$ cat src/rtl/cmos_dvp_capture_if.sv
// Pixel stream leaving the DVP capture front end toward the frame-buffer writer.
// master = capture block (producer), slave = downstream consumer.
interface cmos_dvp_capture_if #(
  parameter int DATA_W        = 8,
  parameter int BYTES_PER_PIX = 2
);
  logic                              pix_valid_o;
  logic [BYTES_PER_PIX*DATA_W-1:0]   pix_data_o;
  logic                              pix_sof_o;
  logic                              pix_eol_o;

  modport master (output pix_valid_o, pix_data_o, pix_sof_o, pix_eol_o);
  modport slave  (input  pix_valid_o, pix_data_o, pix_sof_o, pix_eol_o);
endinterface

$ cat src/rtl/cmos_dvp_capture.sv
// DVP camera capture: registers the sensor bus, skips start-up frames, assembles
// 1/2-beat pixels, crops to a per-frame window and reports line length / odd lines.
module cmos_dvp_capture #(
  parameter int DATA_W        = 8,
  parameter int BYTES_PER_PIX = 2,
  parameter int WAIT_FRAMES   = 15,
  parameter int CNT_W         = 12
) (
  input  logic              cmos_pclk_i,
  input  logic              rst_n_i,
  input  logic              cmos_vsync_i,
  input  logic              cmos_href_i,
  input  logic [DATA_W-1:0] cmos_data_i,
  input  logic              cfg_byte_swap_i,
  input  logic [CNT_W-1:0]  cfg_x0_i,
  input  logic [CNT_W-1:0]  cfg_x1_i,
  input  logic [CNT_W-1:0]  cfg_y0_i,
  input  logic [CNT_W-1:0]  cfg_y1_i,
  cmos_dvp_capture_if.master pix,
  output logic              frame_active_o,
  output logic [15:0]       frame_cnt_o,
  output logic [CNT_W-1:0]  line_len_o,
  output logic              err_odd_o
);

  localparam int   PIX_W  = BYTES_PER_PIX * DATA_W;
  localparam int   SKIP_W = $clog2(WAIT_FRAMES + 2);
  localparam logic LAST   = 1'(BYTES_PER_PIX - 1);

  typedef enum logic [1:0] {ST_WAIT, ST_IDLE, ST_FRAME} state_t;

  function automatic logic [CNT_W-1:0] sat_inc(input logic [CNT_W-1:0] v);
    return (&v) ? v : v + 1'b1;
  endfunction

  state_t             state_q, state_d;
  logic [SKIP_W-1:0]  skip_q, skip_d;

  logic               vsync_p0, href_p0, vsync_prev, href_prev;
  logic [DATA_W-1:0]  data_p0;

  logic               swap_sh;
  logic [CNT_W-1:0]   x0_sh, x1_sh, y0_sh, y1_sh;

  logic               phase;
  logic [DATA_W-1:0]  beat0;
  logic [CNT_W-1:0]   x, y;
  logic               sof_pending;
  logic [PIX_W-1:0]   pix_word;

  logic               vld_p1, sof_p1, eol_p1, lend_p1, odd_p1;
  logic [PIX_W-1:0]   data_p1;
  logic [CNT_W-1:0]   len_p1;

  logic frame_start, frame_end, in_frame, beat_en, pix_done, line_end, win_ok, emit;

  // Stage S1: single register on every sensor input, plus previous value for edges
  always_ff @(posedge cmos_pclk_i or negedge rst_n_i) begin
    if (!rst_n_i) begin
      vsync_p0   <= 1'b0;
      href_p0    <= 1'b0;
      data_p0    <= '0;
      vsync_prev <= 1'b0;
      href_prev  <= 1'b0;
    end else begin
      vsync_p0   <= cmos_vsync_i;
      href_p0    <= cmos_href_i;
      data_p0    <= cmos_data_i;
      vsync_prev <= vsync_p0;
      href_prev  <= href_p0;
    end
  end

  assign frame_start = vsync_prev & ~vsync_p0;
  assign frame_end   = ~vsync_prev & vsync_p0;
  assign in_frame    = (state_q == ST_FRAME);
  assign beat_en     = in_frame & href_p0;
  assign pix_done    = beat_en & (phase == LAST);
  // A line cut by the frame end is abandoned rather than reported
  assign line_end    = in_frame & href_prev & ~href_p0 & ~frame_end;
  assign win_ok      = (x >= x0_sh) && (x <= x1_sh) && (y >= y0_sh) && (y <= y1_sh);
  assign emit        = pix_done & win_ok;

  generate
    if (BYTES_PER_PIX == 2) begin : g_two_beat
      always_comb pix_word = swap_sh ? {data_p0, beat0} : {beat0, data_p0};
    end else begin : g_one_beat
      always_comb pix_word = data_p0;
    end
  endgenerate

  always_ff @(posedge cmos_pclk_i or negedge rst_n_i) begin
    if (!rst_n_i) begin
      state_q <= ST_WAIT;
      skip_q  <= '0;
    end else begin
      state_q <= state_d;
      skip_q  <= skip_d;
    end
  end

  always_comb begin
    state_d = state_q;
    skip_d  = skip_q;
    case (state_q)
      ST_WAIT: if (frame_start) begin
        if (skip_q == SKIP_W'(WAIT_FRAMES)) state_d = ST_FRAME;
        else                                skip_d  = skip_q + 1'b1;
      end
      ST_IDLE:  if (frame_start) state_d = ST_IDLE == ST_IDLE ? ST_FRAME : ST_IDLE;
      ST_FRAME: if (frame_end)   state_d = ST_IDLE;
      default:  state_d = ST_WAIT;
    endcase
  end

  always_ff @(posedge cmos_pclk_i or negedge rst_n_i) begin
    if (!rst_n_i) begin
      swap_sh     <= 1'b0;
      x0_sh       <= '0;
      x1_sh       <= '0;
      y0_sh       <= '0;
      y1_sh       <= '0;
      frame_cnt_o <= '0;
      phase       <= 1'b0;
      beat0       <= '0;
      x           <= '0;
      y           <= '0;
      sof_pending <= 1'b0;
    end else begin
      if (frame_start) begin
        swap_sh     <= cfg_byte_swap_i;
        x0_sh       <= cfg_x0_i;
        x1_sh       <= cfg_x1_i;
        y0_sh       <= cfg_y0_i;
        y1_sh       <= cfg_y1_i;
        frame_cnt_o <= frame_cnt_o + 16'd1;
      end
      if (!beat_en || phase == LAST) phase <= 1'b0;
      else                           phase <= phase + 1'b1;
      if (beat_en && phase == 1'b0) beat0 <= data_p0;
      if (frame_start || line_end) x <= '0;
      else if (pix_done)           x <= sat_inc(x);
      if (frame_start)   y <= '0;
      else if (line_end) y <= sat_inc(y);
      if (frame_start) sof_pending <= 1'b1;
      else if (emit)   sof_pending <= 1'b0;
    end
  end

  // Stage p1: pixel / line-end events qualified against the shadowed window
  always_ff @(posedge cmos_pclk_i or negedge rst_n_i) begin
    if (!rst_n_i) begin
      vld_p1  <= 1'b0;
      sof_p1  <= 1'b0;
      eol_p1  <= 1'b0;
      data_p1 <= '0;
      lend_p1 <= 1'b0;
      odd_p1  <= 1'b0;
      len_p1  <= '0;
    end else begin
      vld_p1  <= emit;
      sof_p1  <= emit & sof_pending;
      eol_p1  <= emit & (x == x1_sh);
      if (emit) data_p1 <= pix_word;
      lend_p1 <= line_end;
      odd_p1  <= line_end & (phase != 1'b0);
      if (line_end) len_p1 <= x;
    end
  end

  // Stage p2: registered outputs
  always_ff @(posedge cmos_pclk_i or negedge rst_n_i) begin
    if (!rst_n_i) begin
      pix.pix_valid_o <= 1'b0;
      pix.pix_sof_o   <= 1'b0;
      pix.pix_eol_o   <= 1'b0;
      pix.pix_data_o  <= '0;
      err_odd_o       <= 1'b0;
      line_len_o      <= '0;
      frame_active_o  <= 1'b0;
    end else begin
      pix.pix_valid_o <= vld_p1;
      pix.pix_sof_o   <= sof_p1;
      pix.pix_eol_o   <= eol_p1;
      if (vld_p1) pix.pix_data_o <= data_p1;
      err_odd_o       <= odd_p1;
      if (lend_p1) line_len_o <= len_p1;
      frame_active_o  <= in_frame;
    end
  end

endmodule
$ cat src/flat_wrapper.sv
// flat-port wrapper written by rule: the top's interface ports become plain ports
module cmos_dvp_capture_flat 
#(
  parameter int DATA_W        = 8,
  parameter int BYTES_PER_PIX = 2,
  parameter int WAIT_FRAMES   = 15,
  parameter int CNT_W         = 12
)
  (cmos_pclk_i, rst_n_i, cmos_vsync_i, cmos_href_i, cmos_data_i, cfg_byte_swap_i, cfg_x0_i, cfg_x1_i, cfg_y0_i, cfg_y1_i, frame_active_o, frame_cnt_o, line_len_o, err_odd_o, pix_pix_valid_o, pix_pix_data_o, pix_pix_sof_o, pix_pix_eol_o);
  cmos_dvp_capture_if #(.DATA_W(DATA_W), .BYTES_PER_PIX(BYTES_PER_PIX)) pix_i ();
  input  logic cmos_pclk_i;
  input  logic rst_n_i;
  input  logic cmos_vsync_i;
  input  logic cmos_href_i;
  input  logic [DATA_W-1:0] cmos_data_i;
  input  logic cfg_byte_swap_i;
  input  logic [CNT_W-1:0] cfg_x0_i;
  input  logic [CNT_W-1:0] cfg_x1_i;
  input  logic [CNT_W-1:0] cfg_y0_i;
  input  logic [CNT_W-1:0] cfg_y1_i;
  output logic frame_active_o;
  output logic [15:0] frame_cnt_o;
  output logic [CNT_W-1:0] line_len_o;
  output logic err_odd_o;
  output wire logic [$bits(pix_i.pix_valid_o)-1:0] pix_pix_valid_o;
  output wire logic [$bits(pix_i.pix_data_o)-1:0] pix_pix_data_o;
  output wire logic [$bits(pix_i.pix_sof_o)-1:0] pix_pix_sof_o;
  output wire logic [$bits(pix_i.pix_eol_o)-1:0] pix_pix_eol_o;
  assign pix_pix_valid_o = pix_i.pix_valid_o;
  assign pix_pix_data_o = pix_i.pix_data_o;
  assign pix_pix_sof_o = pix_i.pix_sof_o;
  assign pix_pix_eol_o = pix_i.pix_eol_o;
  cmos_dvp_capture #(.DATA_W(DATA_W), .BYTES_PER_PIX(BYTES_PER_PIX), .WAIT_FRAMES(WAIT_FRAMES), .CNT_W(CNT_W)) u_core (.cmos_pclk_i(cmos_pclk_i), .rst_n_i(rst_n_i), .cmos_vsync_i(cmos_vsync_i), .cmos_href_i(cmos_href_i), .cmos_data_i(cmos_data_i), .cfg_byte_swap_i(cfg_byte_swap_i), .cfg_x0_i(cfg_x0_i), .cfg_x1_i(cfg_x1_i), .cfg_y0_i(cfg_y0_i), .cfg_y1_i(cfg_y1_i), .pix(pix_i), .frame_active_o(frame_active_o), .frame_cnt_o(frame_cnt_o), .line_len_o(line_len_o), .err_odd_o(err_odd_o));
endmodule
$ cat config.mk
export PLATFORM = sky130hd
export DESIGN_NAME = cmos_dvp_capture_flat
export DESIGN_NICKNAME = d
export VERILOG_FILES = /design/src/rtl/cmos_dvp_capture_if.sv /design/src/rtl/cmos_dvp_capture.sv /design/src/flat_wrapper.sv
export SDC_FILE = /design/constraint.sdc
export NUM_CORES = 1
export LEC_CHECK = 0
export ABC_CLOCK_PERIOD_IN_PS = 6470
export BUFFER_PORTS_ARGS = -buffer_cell sky130_fd_sc_hd__buf_2
export CAP_MARGIN = 10
export CORE_ASPECT_RATIO = 0.5
export CORE_MARGIN = 2
export CORE_UTILIZATION = 62
export DETAILED_ROUTE_END_ITERATION = 16
export PLACE_DENSITY = 0.9
export SETUP_SLACK_MARGIN = 0.02
export SLEW_MARGIN = 20
export SYNTH_ARGS = -nofsm -noshare
export SYNTH_HDL_FRONTEND = slang
export SYNTH_SLANG_ARGS = --single-unit
$ cat constraint.sdc
create_clock -name cmos_pclk_i -period 6.47 [get_ports cmos_pclk_i]
set_input_delay 0.3235 -clock cmos_pclk_i [delete_from_list [all_inputs] [get_ports cmos_pclk_i]]
set_output_delay 0.3235 -clock cmos_pclk_i [all_outputs]
set_load 0.005 [all_outputs]
* Word-level counts from Yosys, hierarchy flattened
Cells that the tools add are included.
** Storage, ports and cells
- Register bits after elaboration :: 184
- Bits of input ports :: 61
- Word-level logic and storage cells :: 100
** Cells by class
- Add/sub/neg operators :: 5
- Order comparisons :: 4
- Equal/unequal tests :: 10
- Multiplexer cells :: 15
- Bitwise operators :: 17
- Reduce and logical (&&, ||, !) cells :: 17
** Operators with widths (number)
- 12-bit two-way mux :: 6
- 12-bit by 1-bit adder with 12-bit output, second input constant :: 2
- 12-bit >= comparator :: 2
- 12-bit <= comparator :: 2
- 12-bit AND reduction :: 2
- 16-bit by 1-bit adder with 16-bit output, second input constant :: 1
- 16-bit two-way mux :: 1
- 12-bit == test :: 1
- 2-bit by 1-bit != test with 1-bit output, second input constant :: 6
- 1-bit bitwise AND :: 11
- 2-bit two-way mux :: 4
- 1-bit inverter :: 6
- 2-bit one-hot mux with 3 select lines :: 1
- 2-bit nonzero test :: 3
- 5-bit by 1-bit adder with 5-bit output, second input constant :: 1
- 5-bit by 4-bit == test with 1-bit output, second input constant :: 1
- 1-bit logical AND :: 4
- 2-bit AND reduction :: 2
- 4-bit AND reduction :: 1
- 1-bit two-way mux :: 3
- 3-bit AND reduction :: 1
- 2-bit by 1-bit == test with 1-bit output, second input constant :: 1
- 2-bit == test, second input constant :: 1
- 2-bit zero test :: 1
- 3 further kinds :: 4

* Logic depth before layout (Yosys ltp)
- Word-level depth :: 7
- Gate-level depth with buffers :: 9
- Mapped depth without buffers :: 8

* Least setup slack after synthesis
Ideal clock, no wire load.
- Path type :: reg2reg
- Start :: register u_core.x[0]
- End :: register u_core.data_p1[10]
- Setup time :: 125 ps
- Arrival time :: 2349 ps
- Slack :: 3996 ps
- Stages on the path, launching flop included :: 10
- Period minus slack after synthesis :: 2474 ps
- Cells stage by stage :: dfrtp_1 -> inv_1 -> ha_1 -> nand2b_1 -> a2111oi_2 -> a2111oi_1 -> o311ai_2 -> nor3_4 -> buf_6 -> mux2_4
** On the way
- Longest elaborated chain between the ends :: 5
** Ends and longest elaborated chain
- start, declared :: line cmos_dvp_capture.sv:47 : logic [CNT_W-1:0] x, y;
- start signal, assigned :: line cmos_dvp_capture.sv:142 : else if (pix_done) x <= sat_inc(x);
- 12-bit >= comparator or 12-bit <= comparator (tied branches) :: line cmos_dvp_capture.sv:81 : assign win_ok = (x >= x0_sh) && (x <= x1_sh) && (y >= y0_sh) && (y <= y1_sh);
- 1-bit logical AND * (3 in series) :: line cmos_dvp_capture.sv:81
- 1-bit bitwise AND * :: line cmos_dvp_capture.sv:82 : assign emit = pix_done & win_ok;
- via u_core.emit :: line cmos_dvp_capture.sv:55 : logic frame_start, frame_end, in_frame, beat_en, pix_done, line_end, win_ok, emit;
- end signal, assigned :: line cmos_dvp_capture.sv:164 : if (emit) data_p1 <= pix_word;
- end, declared :: line cmos_dvp_capture.sv:52 : logic [PIX_W-1:0] data_p1;
The timed path passes the listed nets; every way through them passes the cells marked *.
A chain may end at the register's enable or synchronous reset.

* Final worst setup path
- Start :: register u_core.x[0]
- End :: register u_core.data_p1[6]
** On the way
- Longest elaborated chain between the ends :: 5
** Ends and longest elaborated chain (line)
- 12-bit >= comparator or 12-bit <= comparator (tied branches) :: cmos_dvp_capture.sv:81
- 1-bit logical AND * (3 in series) :: cmos_dvp_capture.sv:81
- 1-bit bitwise AND * :: cmos_dvp_capture.sv:82
Every way passes the cells marked *; elsewhere a longest branch is shown, timed or not.

==> impl_metrics.py <==
metrics = {
    "logic_synthesis": {
        "ys_types": 41,
        "ys_seq_area_share_pct": 55.3,
        "synth.net_count": 835,
        "synth.avg_cell_area_sq_um": 11.6,
        "yosysWarnings": 0,
        "syn_area_sq_mm": 0.00833,
        "synth-edff-count": 0,
        "synthArstFlopShare_pct": 100,
        "synthFlopType": "dfrtp_1",
        "ys_ff_latch": 184,
        "syn_inst": 721,
    },
    "cells_and_area": {
        "final_area_sq_mm": 0.00974,
        "drive_gt1_share_pct": 27.2,
        "diodes": 0,
        "final_cell_mix": "184 x dfrtp_1, 108 x buf_2, 82 x nand2_1",
        "nets": 953,
        "syn2layout_area_growth_pct": 16.9,
        "instances_no_fill": 1022,
        "final_common_cell": "dfrtp_1",
        "final_util_pct": 75.6,
    },
    "floorplanning": {
        "initial_core_util_pct": 64.7,
        "die_width_um": 168,
        "num_rows": 29,
        "die_h_um": 86.0,
        "core_sq_mm": 0.0129,
        "die-area_sq_mm": 0.0144,
        "ioPinCount": 110,
    },
    "power_and_ir_drop": {
        "peakVddDrop_mv": 0.167,
        "leakage_nw": 5.01,
        "pwr_density_cell_mw_per_mm2": 286,
    },
    "setup_path": {
        "crit_fanout": 18,
        "end_kind": "flop",
        "crit_path_end": "u_core.data_p1[6]$_DFFE_PN0P_",
        "rr_worst_depth": 8,
        "reg2reg_from": "u_core.x[0]$_DFFE_PN0P_",
        "r2r_slack_ns": 3.15,
        "crit_arrival_ns": 3.64,
        "cp.required_ns": 6.79,
        "cp-startpoint": "u_core.x[0]$_DFFE_PN0P_",
        "worst_setup_path_start_kind": "flop",
        "critical_path_class": "flop to flop",
        "timing.rr.end": "u_core.data_p1[6]$_DFFE_PN0P_",
    },
    "sta": {
        "skew_ns": 0.0185,
        "tightest_slew_ns": 1.12,
        "setup_viol": 0,
        "fin_hold_ws_ns": -0.00684,
        "fin_ws_ns": 3.15,
        "drv_slew": 0,
        "finalSetupTns_ns": 0,
        "max_slew_margin_pct": 25.3,
        "rsz0062_at_grt": "no",
        "fin_crit_ns": 3.32,
        "hold_viol": 3,
        "fin_crit_sh_pct": 51.3,
        "fmax_ghz": 0.302,
    },
    "global_route": {
        "grt_max_degree": 114,
        "first_global_vias": 6419,
        "grtUsageTotal_pct": 28.5,
        "overflow": 0,
        "antenna_found_initial": 0,
        "grt_first_pass_wirelength_um": 31800,
    },
    "status": {
        "status": "finished with violations",
        "violations": "hold timing",
    },
    "cts": {
        "clk_path_buf_depth": 2,
        "cts_inserted_buffers": 17,
        "cts_tree": "yes",
        "h-tree-depth": 4,
        "worstSkewPairLatency_ns": 0.44,
        "clock-sinks": 184,
        "clkSlewWorstSetupHoldPaths_ns": 0.07,
        "ctsRootBufferMaster": "clkbuf_16",
        "cts_setup_buffers": 0,
    },
    "placement": {
        "io_buffers": 109,
        "place.gp.congestion": 0.880,
        "dp_cells": 980,
        "dp_slack_ns": 3.27,
        "dpl-instance-area_sq_mm": 0.00903,
        "dp_hpwl_um": 12300,
    },
    "route": {
        "drt-initial-drc-count": 524,
        "via_count": 6021,
        "drt_pass1_iterations": 5,
        "antenna_left": 0,
        "drc": 0,
        "wl_per_cell_um": 18.8,
        "routed_via_density": 5.89,
        "routed_wl_um": 19300,
    },
    "worst_hold_path": {
        "hp-class": "input port to async pin",
    },
    "flow_run": {
        "maxCapViolations": 0,
    },
}
-- through the flow --
| step | power (mW) | hold WS [ns] |
|---|---|---|
| 2_1_floorplan | 1.58 | 0.0279 |
| 3_3_place_gp | 1.69 | 0.338 |
| 3_5_place_dp | 1.73 | 0.344 |
| 4_1_cts | 2.78 | 0.0411 |
| 5_1_grt | 2.89 | 0.0849 |
| 6_report | 2.78 | -0.00684 |
-- sequential cells by signal, indices dropped and copies added, names as in the netlist, 2 cells and up --
register / flops
u_core.data_p1: 16
u_core.frame_cnt_o: 16
u_core.pix.pix_data_o: 16
u_core.len_p1: 12
u_core.line_len_o: 12
u_core.x0_sh: 12
u_core.x1_sh: 12
u_core.x: 12
u_core.y0_sh: 12
u_core.y1_sh: 12
u_core.y: 12
u_core.beat0: 8
u_core.data_p0: 8
u_core.skip_q: 5
u_core.state_q: 2
-- timing repair --
action | 4_1_cts | 5_1_grt
hold buffers | 10 | 0
endpoints found under the hold margin | 10 | 0
resized for setup | 0 | 0
endpoints found under the setup margin | 0 | 0
-- final cells by class --
cell class                      instances  area [sq um]
Clock buffer                           17           425
Clock inverter                         15           176
Fill cell                             772          3140
Inverter                               54           203
Multi-Input combinational cell        459          3430
Sequential cell                       184          4600
Tap cell                              170           213
Timing Repair Buffer                  123           686
-- cell families (layout without fill, tap and decap cells) --
logic type	after synthesis	in the layout	synth area share [%]
AOI/OAI and AO/OA	98	98	6.86
buffers and inverters	78	209	3.63
adders and majority gates	53	53	7.96
muxes	84	84	11.7
DFF	184	184	55.3
and+or+nand+nor	186	186	10.6
xor gates and xnor gates	38	38	3.99
-- power breakdown --
group | switching, mW | leakage [nW] | total, mW | internal [mW]
Combinational | 0.200 | 2.29 | 0.377 | 0.177
Sequential | 0.0922 | 2.43 | 1.35 | 1.26
Clock | 0.530 | 0.293 | 1.05 | 0.524
Total | 0.822 | 5.01 | 2.78 | 1.96
-- per-layer routing --
metal  up-vias  part of all wire [%]  track usage (%)
li1       2715                     -                -
met1      2990                    43             36.3
met2       250                    49             47.4
met3        66                   5.7             6.60
met4         0                   2.9             12.9
met5         -                     0                0
-- worst min-delay path by stage --
stage / to / startpoint
global placement: u_core.pix.pix_eol_o$_DFF_PN0_ / u_core.eol_p1$_DFF_PN0_
floorplan: u_core.beat0[0]$_DFFE_PN0P_ / rst_n_i
finish: u_core.pix.pix_data_o[4]$_DFFE_PN0P_ / rst_n_i
CTS: u_core.pix.pix_data_o[2]$_DFFE_PN0P_ / rst_n_i
global route: u_core.y1_sh[0]$_DFFE_PN0P_ / cfg_y1_i[0]
detailed placement: u_core.pix.pix_eol_o$_DFF_PN0_ / u_core.eol_p1$_DFF_PN0_
-- critical path: stages (launching register included) --
cell       delay, ns
dfrtp_1         0.43
inv_1           0.10
ha_1            0.28
nand2b_1        0.11
a2111oi_2       0.08
a2111oi_1       0.59
o311ai_2        0.23
nor3_4          0.93
mux2_2          0.43
-- synthesized netlist by cell type (all sizes together) (3+ instances only) --
cell     instances  area (sq um)
dfrtp          184          4600
nand2           82           308
mux2            81           942
o21ai           59           295
inv             54           203
ha              53           663
nor2            34           128
xor2            22           193
a21oi           19          95.1
clkbuf          19          71.3
nand3           19           100
nand4           18           113
xnor2           16           140
and3             7          43.8
and4             6          52.6
a21o             5          37.5
buf              5          28.8
nand2b           4          25.0
nor2b            4          25.0
a2111oi          3          40.0
mux2i            3          30.0
nor3             3          26.3
nor3b            3          22.5
No activity file was read; power rests on OpenSTA's default activity.
